**config.mk**
```make
export PLATFORM = sky130hd
export DESIGN_NAME = multicycle_ctrl
export DESIGN_NICKNAME = d
export VERILOG_FILES = /design/src/rtl/multicycle_ctrl.sv
export SDC_FILE = /design/constraint.sdc
export NUM_CORES = 1
export LEC_CHECK = 0
export CAP_MARGIN = 20
export CORE_UTILIZATION = 49
export DETAILED_ROUTE_END_ITERATION = 10
export GPL_TIMING_DRIVEN = 1
export PLACE_DENSITY = 0.8
export SYNTH_ARGS = -nofsm -noshare
export SYNTH_HDL_FRONTEND = slang
export SYNTH_SLANG_ARGS = --single-unit
export TNS_END_PERCENT = 1
```
**constraint.sdc**
```tcl
create_clock -name clk -period 2.8 [get_ports clk]
set_input_delay 0.56 -clock clk [delete_from_list [all_inputs] [get_ports clk]]
set_output_delay 0.56 -clock clk [all_outputs]
set_load 0.005 [all_outputs]
```
**src/rtl/multicycle_ctrl.sv**
```systemverilog
// Multi-cycle MIPS sequencer: latches Op/Func in FETCH, walks FETCH/DECODE/EXEC/MEM/WB
// and drives datapath selects plus single-cycle PC/GRF/DM write strobes.
module multicycle_ctrl #(
  parameter int unsigned CNT_W = 32
) (
  input  logic             clk,
  input  logic             reset,
  input  logic [5:0]       Op,
  input  logic [5:0]       Func,
  output logic             PCWrite,
  output logic             IRWrite,
  output logic             RegWrite,
  output logic             MemWrite,
  output logic [2:0]       RegDstSel,
  output logic [2:0]       ALUSrcSel,
  output logic [2:0]       toRegSel,
  output logic [2:0]       NPCOp,
  output logic [3:0]       ALUOp,
  output logic [2:0]       EXTOp,
  output logic [2:0]       state,
  output logic             instr_done,
  output logic [CNT_W-1:0] retired
);

  typedef enum logic [2:0] {
    S_FETCH  = 3'd0,
    S_DECODE = 3'd1,
    S_EXEC   = 3'd2,
    S_MEM    = 3'd3,
    S_WB     = 3'd4
  } state_e;

  typedef enum logic [3:0] {
    I_ADDU, I_SUBU, I_JR, I_ORI, I_LUI, I_LW, I_SW, I_BEQ, I_JAL, I_NOP
  } instr_e;

  state_e           state_q, state_d;
  logic [5:0]       op_q, func_q;
  logic [CNT_W-1:0] retired_q;

  instr_e     kind;
  state_e     last_st;
  logic [2:0] rd_sel, as_sel, tr_sel, npc_sel, ext_sel;
  logic [3:0] alu_sel;
  logic       active, last;

  always_ff @(posedge clk) begin
    if (reset) begin
      state_q   <= S_FETCH;
      op_q      <= '0;
      func_q    <= '0;
      retired_q <= '0;
    end else begin
      state_q <= state_d;
      if (state_q == S_FETCH) begin
        op_q   <= Op;
        func_q <= Func;
      end
      if (PCWrite) retired_q <= retired_q + CNT_W'(1);
    end
  end

  always_comb begin
    kind = I_NOP;
    case (op_q)
      6'b000000: begin
        case (func_q)
          6'b100001: kind = I_ADDU;
          6'b100011: kind = I_SUBU;
          6'b001000: kind = I_JR;
          default:   kind = I_NOP;
        endcase
      end
      6'b001101: kind = I_ORI;
      6'b001111: kind = I_LUI;
      6'b100011: kind = I_LW;
      6'b101011: kind = I_SW;
      6'b000100: kind = I_BEQ;
      6'b000011: kind = I_JAL;
      default:   kind = I_NOP;
    endcase
  end

  always_comb begin
    rd_sel  = '0;
    as_sel  = '0;
    tr_sel  = '0;
    npc_sel = '0;
    ext_sel = '0;
    alu_sel = '0;
    last_st = S_DECODE;
    case (kind)
      I_ADDU: begin rd_sel = 3'd1; last_st = S_WB; end
      I_SUBU: begin rd_sel = 3'd1; alu_sel = 4'd1; last_st = S_WB; end
      I_JR:   begin npc_sel = 3'd3; last_st = S_EXEC; end
      I_ORI:  begin as_sel = 3'd1; alu_sel = 4'd2; last_st = S_WB; end
      I_LUI:  begin tr_sel = 3'd2; ext_sel = 3'd2; last_st = S_WB; end
      I_LW:   begin as_sel = 3'd1; tr_sel = 3'd1; ext_sel = 3'd1; last_st = S_WB; end
      I_SW:   begin as_sel = 3'd1; ext_sel = 3'd1; last_st = S_MEM; end
      I_BEQ:  begin alu_sel = 4'd1; npc_sel = 3'd1; last_st = S_EXEC; end
      I_JAL:  begin rd_sel = 3'd2; tr_sel = 3'd3; npc_sel = 3'd2; last_st = S_WB; end
      default: last_st = S_DECODE;
    endcase
  end

  always_comb begin
    state_d = S_FETCH;
    IRWrite = 1'b0;
    active  = 1'b0;
    case (state_q)
      S_FETCH: begin
        IRWrite = 1'b1;
        state_d = S_DECODE;
      end
      S_DECODE: begin
        active = 1'b1;
        if (kind == I_NOP)      state_d = S_FETCH;
        else if (kind == I_JAL) state_d = S_WB;
        else                    state_d = S_EXEC;
      end
      S_EXEC: begin
        active = 1'b1;
        if (kind == I_BEQ || kind == I_JR)     state_d = S_FETCH;
        else if (kind == I_LW || kind == I_SW) state_d = S_MEM;
        else                                   state_d = S_WB;
      end
      S_MEM: begin
        active  = 1'b1;
        state_d = (kind == I_LW) ? S_WB : S_FETCH;
      end
      S_WB: begin
        active  = 1'b1;
        state_d = S_FETCH;
      end
      default: state_d = S_FETCH;
    endcase
  end

  // Strobes are masked by reset so an aborted instruction never commits.
  assign last       = active && (state_q == last_st);
  assign PCWrite    = last && !reset;
  assign instr_done = PCWrite;
  assign RegWrite   = (state_q == S_WB) && !reset;
  assign MemWrite   = (state_q == S_MEM) && (kind == I_SW) && !reset;
  assign NPCOp      = last ? npc_sel : '0;
  assign RegDstSel  = active ? rd_sel  : '0;
  assign ALUSrcSel  = active ? as_sel  : '0;
  assign toRegSel   = active ? tr_sel  : '0;
  assign ALUOp      = active ? alu_sel : '0;
  assign EXTOp      = active ? ext_sel : '0;
  assign state      = state_q;
  assign retired    = retired_q;

endmodule

```
* Word-level counts from Yosys, hierarchy flattened
Cells that the tools add are included.
Word-level totals: flip-flop bits (word level) 47, bits in latches 0, bits in writable memories 0, memory bits (read-only) 0, input bits 14, output and inout bits 59, word-level logic and storage cells 69, memories 0
Cells by class: add/sub/neg operators 1, multiply operators 0, div/mod/pow operators 0, order comparisons 0, equality and inequality tests 23, shift operators 0, muxes and demuxes 23, bitwise operators 0, reduce and logical (&&, ||, !) cells 18
Operators by type and width (count):
- adder 32 x 1 -> 32 bit, second input constant | 1
- 2-to-1 mux 3 bit | 10
- case mux 4 bit (7 select lines) | 1
- equality test 6 bit, second input constant | 4
- equality test 6 x 4 -> 1 bit, second input constant | 3
- equality test 4 x 3 -> 1 bit, second input constant | 4
- case mux 2 bit (2 select lines) | 3
- case mux 2 bit (3 select lines) | 2
- case mux 3 bit (4 select lines) | 1
- case mux 4 bit (3 select lines) | 1
- case mux 3 bit (3 select lines) | 1
- equality test 4 x 2 -> 1 bit, second input constant | 2
- equality test 4 bit, second input constant | 2
- OR reduction 2 bit | 4
- equality test 3 x 2 -> 1 bit, second input constant | 2
- equality test 6 x 2 -> 1 bit, second input constant | 1
- equality test 6 x 3 -> 1 bit, second input constant | 1
- logical NOT 6 bit | 1
- OR reduction 6 bit | 1
- logical AND 1 bit | 5
- equality test 4 x 1 -> 1 bit, second input constant | 1
- logical NOT 4 bit | 1
- 2-to-1 mux 4 bit | 1
- OR reduction 4 bit | 1
- 8 further kinds | 11

* Depth between registers and ports, before layout
Gate-level depths: netlist (run 1).
depth after elaboration 9, depth in mapped cells 9, depth with buffers taken out 7

* Worst setup path before layout (run 1)
Ideal clock, no wire load.
kind register -> output, start point register op_q[4], end point output instr_done, arrival time 2035 ps, required time 2240 ps, path slack 205 ps, cell stages (with the launch flop) 10, buffers on the path 4, cell sequence dfxtp_1 > and3b_1 > buf_6 > o21a_1 > or3_4 > a211oi_4 > buf_6 > buf_6 > nor3_1 > buf_4
Between the ends: word-level cells in the longest chain between the ends 8, elaborated cells on any way between the ends 23, those cells by class 15 x eq/ne; 2 x mux; 6 x reduce/logical
Ends and longest elaborated chain:
- from (decl) | line 38 | logic [5:0] op_q, func_q;
- from (signal assigned) | line 56 | op_q <= Op;
- equality test 6 x 2 -> 1 bit (tied with other cells) | line 65 | case (op_q)
- case mux 4 bit (7 select lines) * | line 65
- equality test 4 bit (tied with other cells) | line 92 | case (kind)
- OR reduction 6 bit (no source line) / OR reduction 2 bit (equally long branches)
- case mux 3 bit (3 select lines) * | line 92
- equality test 3 bit * | line 140 | assign last = active && (state_q == last_st);
- logical AND 1 bit * | line 140
- logical AND 1 bit * | line 141 | assign PCWrite = last && !reset;
- to (decl) | line 21 | output logic instr_done,
Mark *: on every way between the ends. The rest lies on a longest branch, timed or not.

* Final worst setup path (run 1)
start point register op_q[3], end point output RegDstSel[0]
Between the ends: word-level cells in the longest chain between the ends 6, elaborated cells on any way between the ends 14, those cells by class 8 x eq/ne; 3 x mux; 3 x reduce/logical
Ends and longest elaborated chain:
- equality test 6 x 2 -> 1 bit (tied with other cells) | line 65
- case mux 4 bit (7 select lines) * | line 65
- equality test 4 x 1 -> 1 bit / logical NOT 4 bit (equally long branches) | line 92
- OR reduction 2 bit (no source line)
- case mux 2 bit (2 select lines) * | line 92
- 2-to-1 mux 3 bit * | line 146 | assign RegDstSel = active ? rd_sel : '0;
- to (decl) | line 14 | output logic [2:0] RegDstSel,
Marked as above.

==> impl_metrics.env, run 1 <==
export IMPL_status="complete, but fails checks"
export IMPL_violations="negative setup slack"
export IMPL_placed_area_um2=3510
export IMPL_stdcell_area_um2=3740
export IMPL_synth_edf_count=0
export IMPL_fmax_mhz=344
export IMPL_start_kind="flip-flop"
export IMPL_tns_ns=-0.197
export IMPL_wl_per_cell_um=14.7
export IMPL_place_gp_congestion=0.881
export IMPL_async_flop_share_pct=0
export IMPL_drt_total_wl_um=7200
export IMPL_cts_root_buffer="clkbuf_8"
export IMPL_ys_seq_area_share_pct=33.1
export IMPL_tritoncts="built"
export IMPL_muxShareOfSynthArea_pct=2.90
export IMPL_fillerInstances=472
export IMPL_yosys_area_top_type_share_pct=33.1
export IMPL_r2r_cells=9
export IMPL_drc_errors=0
export IMPL_leakagePower_nw=1.35
export IMPL_cpMaxStageDelayCell="clkdlybuf4s50_1"
export IMPL_numCtsBuffers=5
export IMPL_slew_violations=0
export IMPL_initial_utilization_pct=51.4
export IMPL_final_util_pct=67.4
export IMPL_drtAntennaViolNets=0
export IMPL_grt_max_degree=52
export IMPL_whs_ns=0.480
export IMPL_synth_area_um2=2850
export IMPL_min_period_over_period_pct=104
export IMPL_netlist_top_cells_area="dfxtp_1 33%, a21oi_1 7.0%, nand2_1 6.3%, o31ai_1 5.5%, or4_1 5.5%"
export IMPL_synth_top_family_by_area="simple AND/OR/NAND/NOR gates"
export IMPL_hp_class="reg -> reg"
export IMPL_firstDrtPassIters=4
export IMPL_cts_buffer_depth=2
export IMPL_antenna_cells=0
export IMPL_min_from="func_q[2]$_SDFFE_PP0P_"
export IMPL_dp_hpwl_um=5030
export IMPL_cp_depth=6
export IMPL_crit_start="op_q[3]$_SDFFE_PP0P_"
export IMPL_critPathBufInv=2
export IMPL_synth_largest_area_cell="dfxtp_1"
export IMPL_h_tree_depth=2
export IMPL_synthSimpleGateAreaFrac_pct=33.1
export IMPL_worstSetupEndpoint="RegDstSel[0]"
export IMPL_crit_family="simple AND/OR/NAND/NOR gates"
export IMPL_fin_nets=433
export IMPL_synth_main_ff_cell="dfxtp_1"
export IMPL_io_buffers=64
export IMPL_synth_compound_area_share_pct=22.3
export IMPL_end_kind="output pin"
export IMPL_power_w=0.00143
export IMPL_design_die_area_um2=6120
export IMPL_die_w_um=78.2
export IMPL_multi_input_area_um2=1800
export IMPL_vias=2906
export IMPL_max_cap_violations=0
export IMPL_synthXorXnorAreaFrac_pct=0.615
export IMPL_synth_cells=352
export IMPL_first_global_vias=2645
export IMPL_core_area_um2=5540
export IMPL_clock_skew_ns=0.00617
export IMPL_area_growth_pct=31.3
export IMPL_clk_pin_slew_ns=0.09
export IMPL_antenna_found_initial=0
export IMPL_worstSetupPathType="reg -> out"
export IMPL_cp_arrival_ns=2.35
export IMPL_grt_overflow=0
export IMPL_first_iter_violations=178
export IMPL_worst_pin_slew_ns=0.561
export IMPL_r2r_start="op_q[3]$_SDFFE_PP0P_"
export IMPL_synth_fa_ha_area_share_pct=0.440
export IMPL_vias_per_cell=5.92
export IMPL_io_pins=73
export IMPL_worstPathMaxFanout=5
export IMPL_synth_distinct_cells=60
export IMPL_yosys_top_cells_count="48 x nand2_1, 47 x dfxtp_1, 40 x a21oi_1, 22 x nor2_1"
export IMPL_grt_setup_unrepaired="yes"
export IMPL_slowest_delay_ns=0.49
export IMPL_clock_sinks=47
export IMPL_cp_required_ns=2.24
export IMPL_ys_warn_count=0
export IMPL_fp_dieH_um=78.2
export IMPL_num_rows=27
export IMPL_grt_pass1_wl_um=12100
export IMPL_seq_area_um2=953
export IMPL_setup_viol=2
export IMPL_timing_final_crit_period_ns=2.91
export IMPL_grt_total_usage_pct=24.1
export IMPL_syn_area_per_cell_um2=8.09
export IMPL_max_slew_margin_rel_pct=62.3
export IMPL_r2r_end="retired[18]$_SDFFE_PP0P_"
export IMPL_ys_seq_elements=47
export IMPL_critical_path_cell_chain="nor4_4 -> o2111a_1 -> nor2_1 -> nor4b_2 -> buf_4 -> clkdlybuf4s50_1"
export IMPL_drive_above_1_share_pct=14.6
export IMPL_hold_viol=0
export IMPL_synth_most_common_cell="nand2_1"
export IMPL_clock_latency_ns=0.30
export IMPL_rrSetupSlack_ns=0.17
export IMPL_irDropWorstVdd_uv=291
export IMPL_finalWorstSetupSlack_ns=-0.105
export IMPL_power_density_nw_per_um2=384
[placed cells by master, fill, tap and decap left out, drive strengths merged, types with 9 or more instances in the layout]
cell type	count
nor2	22
nand3	9
clkdlybuf4s50	59
dfxtp	47
nor2b	9
a21oi	40
buf	21
nand2	48
o21ai	9
o31ai	21
or4	21
[cell type report]
| type | count | share of cell area (%) |
|---|---|---|
| multi-input combinational | 277 | 48.1 |
| sequential | 47 | 25.5 |
| timing repair buffer | 84 | 21.1 |
| tap | 72 | 2.41 |
| clock buffer | 7 | 2.31 |
| inverter | 3 | 0.301 |
| clock inverter | 1 | 0.234 |
[worst min path at each step]
stage                                   endpoint  cells after the start
after global placement    func_q[1]$_SDFFE_PP0P_                      2
after CTS                 func_q[2]$_SDFFE_PP0P_                      2
after floorplan           func_q[3]$_SDFFE_PP0P_                      2
final                     func_q[2]$_SDFFE_PP0P_                      2
after global routing         state[2]$_SDFF_PP0_                      1
after detailed placement  func_q[2]$_SDFFE_PP0P_                      2
[flip-flops by register name, summed over array words and instances (netlist names)]
signal / flops
state: 3
op_q: 6
retired: 32
func_q: 6
[per-layer routing]
metal	vias to the layer above	wire, µm	share of wire, %	global-route usage [%]
met2	71	3390	47	38.9
met5	-	0	0	0
met4	0	88	1.2	5.37
li1	1446	-	-	-
met3	10	287	4.0	3.84
met1	1379	3440	48	33.5
[timing repair]
action | in CTS | in global routing
setup buffers | 1 | 4
resized for setup | 16 | 12
pin swaps | 4 | 5
setup endpoints to repair | 7 | 10
hold buffers | 0 | 0
[worst register-to-register path: stages (launching register included)]
cell and delay [ns]:
dfxtp_4 0.37, buf_4 0.16, and3b_1 0.18, o21a_1 0.20, or3_4 0.40, a211oi_4 0.26, buf_4 0.15, buf_4 0.37
nor4b_2 0.13, mux2_4 0.31
[through the flow]
step	cells	setup slack [ns]
final	491	-0.105
after global routing	491	-0.210
after CTS	487	-0.130
after floorplan	359	0.205
after global placement	478	0.0934
after detailed placement	478	0.0649
[cell families after synthesis]
family / Yosys count
and+or+nand+nor: 164
AOI/OAI and AO/OA: 95
DFF: 47
buffers and inverters: 35
muxes: 7
xor gates and xnor gates: 2
adders and majority gates: 1
other: 1
[report_power, final]
group / total (W) / internal [W] / leakage (nW) / switching (W)
clock network: 0.000436 / 0.000203 / 0.0484 / 0.000233
logic: 0.000280 / 0.000119 / 0.914 / 0.000161
registers: 0.000718 / 0.000689 / 0.385 / 0.0000285
total: 0.00143 / 0.00101 / 1.35 / 0.000423
Power figures use the tool's default switching activity.
==> run 2: changes to the inputs <==
--- a/config.mk
+++ b/config.mk
@@ -6,10 +6,10 @@
 export NUM_CORES = 1
 export LEC_CHECK = 0
 export CAP_MARGIN = 20
-export CORE_UTILIZATION = 49
+export CORE_UTILIZATION = 53
 export DETAILED_ROUTE_END_ITERATION = 10
 export GPL_TIMING_DRIVEN = 1
-export PLACE_DENSITY = 0.8
+export PLACE_DENSITY = 0.94
 export SYNTH_ARGS = -nofsm -noshare
 export SYNTH_HDL_FRONTEND = slang
 export SYNTH_SLANG_ARGS = --single-unit
==> constraint.sdc (replaced) <==
create_clock -name clk -period 3.8 [get_ports clk]
set_input_delay 0.76 -clock clk [delete_from_list [all_inputs] [get_ports clk]]
set_output_delay 0.76 -clock clk [all_outputs]
set_load 0.005 [all_outputs]
==> run 2 against run 1 <==
  * The flow now finishes without violations
  * Sequential cell count unchanged
  * Clock skew is 0.0049 ns higher
  * Clock power decreased by 26%
  * Final cell count is 3.3% lower
  * Sequential power is 26% lower
  * Combinational power decreased by 37%
  * Final area down 5.2%
  * Via count down 2.6%
  * Register-to-register slack better by 1.1 ns
  * Worst hold slack improved by 0.0056 ns
  * Critical path depth up 1
  * Highest routed layer unchanged
  * Non-clock buffer count fell by 14
==> impl_metrics.env, run 2 (synthesized netlist as in run 1, its figures left out) <==
export IMPL_r2r_end="retired[18]$_SDFFE_PP0P_"
export IMPL_worstPathMaxFanout=13
export IMPL_fillerInstances=461
export IMPL_io_pins=73
export IMPL_firstDrtPassIters=4
export IMPL_cts_buffer_depth=2
export IMPL_clock_latency_ns=0.30
export IMPL_cts_root_buffer="clkbuf_8"
export IMPL_antenna_cells=0
export IMPL_critPathBufInv=2
export IMPL_r2r_cells=7
export IMPL_cp_depth=7
export IMPL_status="complete, no violations"
export IMPL_critical_path_cell_chain="nor4b_1 -> nand4_1 -> o211a_1 -> o21a_1 -> buf_4 -> a211oi_1 -> clkdlybuf4s50_1"
export IMPL_timing_final_crit_period_ns=3.52
export IMPL_worst_pin_slew_ns=0.591
export IMPL_hp_class="reg -> reg"
export IMPL_slew_violations=0
export IMPL_place_gp_congestion=0.919
export IMPL_cp_required_ns=3.04
export IMPL_slowest_delay_ns=0.55
export IMPL_worstSetupEndpoint="NPCOp[1]"
export IMPL_drive_above_1_share_pct=7.65
export IMPL_final_common_cell="clkdlybuf4s50_1"
export IMPL_clock_sinks=47
export IMPL_largest_reg_flops=32
export IMPL_grt_setup_unrepaired="no"
export IMPL_vias=2829
export IMPL_r2r_start="op_q[5]$_SDFFE_PP0P_"
export IMPL_rrSetupSlack_ns=1.24
export IMPL_final_cells=475
export IMPL_fp_dieH_um=75.3
export IMPL_h_tree_depth=2
export IMPL_max_cap_violations=0
export IMPL_die_w_um=75.3
export IMPL_cpMaxStageDelayCell="clkdlybuf4s50_1"
export IMPL_num_rows=26
export IMPL_power_density_nw_per_um2=290
export IMPL_drtAntennaViolNets=0
export IMPL_dp_slack_ns=0.637
export IMPL_grt_total_usage_pct=24.5
export IMPL_vias_per_cell=5.96
export IMPL_min_period_over_period_pct=92.6
export IMPL_max_slew_margin_rel_pct=60.3
export IMPL_end_kind="output pin"
export IMPL_crit_family="simple AND/OR/NAND/NOR gates"
export IMPL_setup_viol=0
export IMPL_hold_viol=0
export IMPL_initial_utilization_pct=55.4
export IMPL_clock_skew_ns=0.0111
export IMPL_tritoncts="built"
export IMPL_first_global_vias=2403
export IMPL_cp_arrival_ns=2.76
export IMPL_drt_total_wl_um=6920
export IMPL_final_cell_mix="63 x clkdlybuf4s50_1, 48 x nand2_1, 47 x dfxtp_1"
export IMPL_wl_per_cell_um=14.6
export IMPL_grt_overflow=0
export IMPL_dp_hpwl_um=5030
export IMPL_design_die_area_um2=5670
export IMPL_grt_pass1_wl_um=10900
export IMPL_crit_start="func_q[5]$_SDFFE_PP0P_"
export IMPL_start_kind="flip-flop"
export IMPL_whs_ns=0.485
export IMPL_irDropWorstVdd_uv=228
export IMPL_tns_ns=0
export IMPL_antenna_found_initial=0
export IMPL_drc_errors=0
export IMPL_fmax_mhz=284
export IMPL_final_util_pct=68.9
export IMPL_grt_max_degree=40
export IMPL_io_buffers=64
export IMPL_area_growth_pct=24.5
export IMPL_numCtsBuffers=5
export IMPL_fin_nets=419
export IMPL_finalWorstSetupSlack_ns=0.282
export IMPL_core_area_um2=5140
export IMPL_postCtsSetupBuffers=0
export IMPL_first_iter_violations=174
export IMPL_worstSetupPathType="reg -> out"
export IMPL_clk_pin_slew_ns=0.09
export IMPL_leakagePower_nw=1.20
export IMPL_place_inst=467
-- run 2: cell count changes in the layout (fill, tap and decap cells not counted), moves of 2 or more --
cell	change
buf_4	-14
clkdlybuf4s50_1	+4
dfxtp_1	+8
dfxtp_2	-7
dlymetal6s2s_1	-3
nor3_1	+3
nor3_2	-2
nor4b_1	+2
-- run 2: power breakdown --
part	switching (W)	total [W]	internal [W]
sequential	0.0000227	0.000529	0.000507
clock	0.000173	0.000322	0.000149
combinational	0.000103	0.000175	0.0000717
total	0.000299	0.00103	0.000727
-- run 2: per-stage QoR --
step	power (W)	area [µm²]
after global routing	0.00108	3540
final	0.00103	3540
after CTS	0.00103	3540
after floorplan	0.000670	2870
after global placement	0.000708	3440
after detailed placement	0.000712	3440
-- run 2: layer usage --
layer | vias to the layer above | global-route usage (%) | wire length, µm
met5 | - | 0 | 0
li1 | 1412 | - | -
met2 | 85 | 40.8 | 3300
met3 | 10 | 2.54 | 292
met4 | 0 | 7.41 | 106
met1 | 1322 | 33.5 | 3220
-- run 2: repair_timing --
item	4_1_cts	5_1_grt
endpoints found under the setup margin	0	1
gates resized for setup	0	1
hold buffers	0	0
-- run 2: cell type report --
cell class,instances,area (µm²),share of cell area [%]
multi-input cells,277,1730,48.7
flip-flops and latches,47,941,26.6
repair buffers,70,681,19.2
well taps,70,87.6,2.47
clock buffers,6,82.6,2.33
clock inverters,2,13.8,0.388
inverters,3,11.3,0.318
-- run 2: worst reg2reg max path: stages (launching register included) --
cell	delay [ns]
dfxtp_1	0.58
and3b_1	0.25
o21a_1	0.20
or3_4	0.41
a211oi_4	0.35
buf_4	0.29
nor4b_2	0.09
mux2_4	0.30
-- run 2: how the worst min path moves through the flow --
stage,startpoint,to,slack (ns),cells after the start
final,func_q[2]$_SDFFE_PP0P_,func_q[2]$_SDFFE_PP0P_,0.49,2
after global routing,func_q[0]$_SDFFE_PP0P_,func_q[0]$_SDFFE_PP0P_,0.51,2
after CTS,func_q[0]$_SDFFE_PP0P_,func_q[0]$_SDFFE_PP0P_,0.49,2
after detailed placement,func_q[0]$_SDFFE_PP0P_,func_q[0]$_SDFFE_PP0P_,0.48,2
after global placement,func_q[4]$_SDFFE_PP0P_,func_q[4]$_SDFFE_PP0P_,0.46,2
after floorplan,func_q[3]$_SDFFE_PP0P_,func_q[3]$_SDFFE_PP0P_,0.45,2
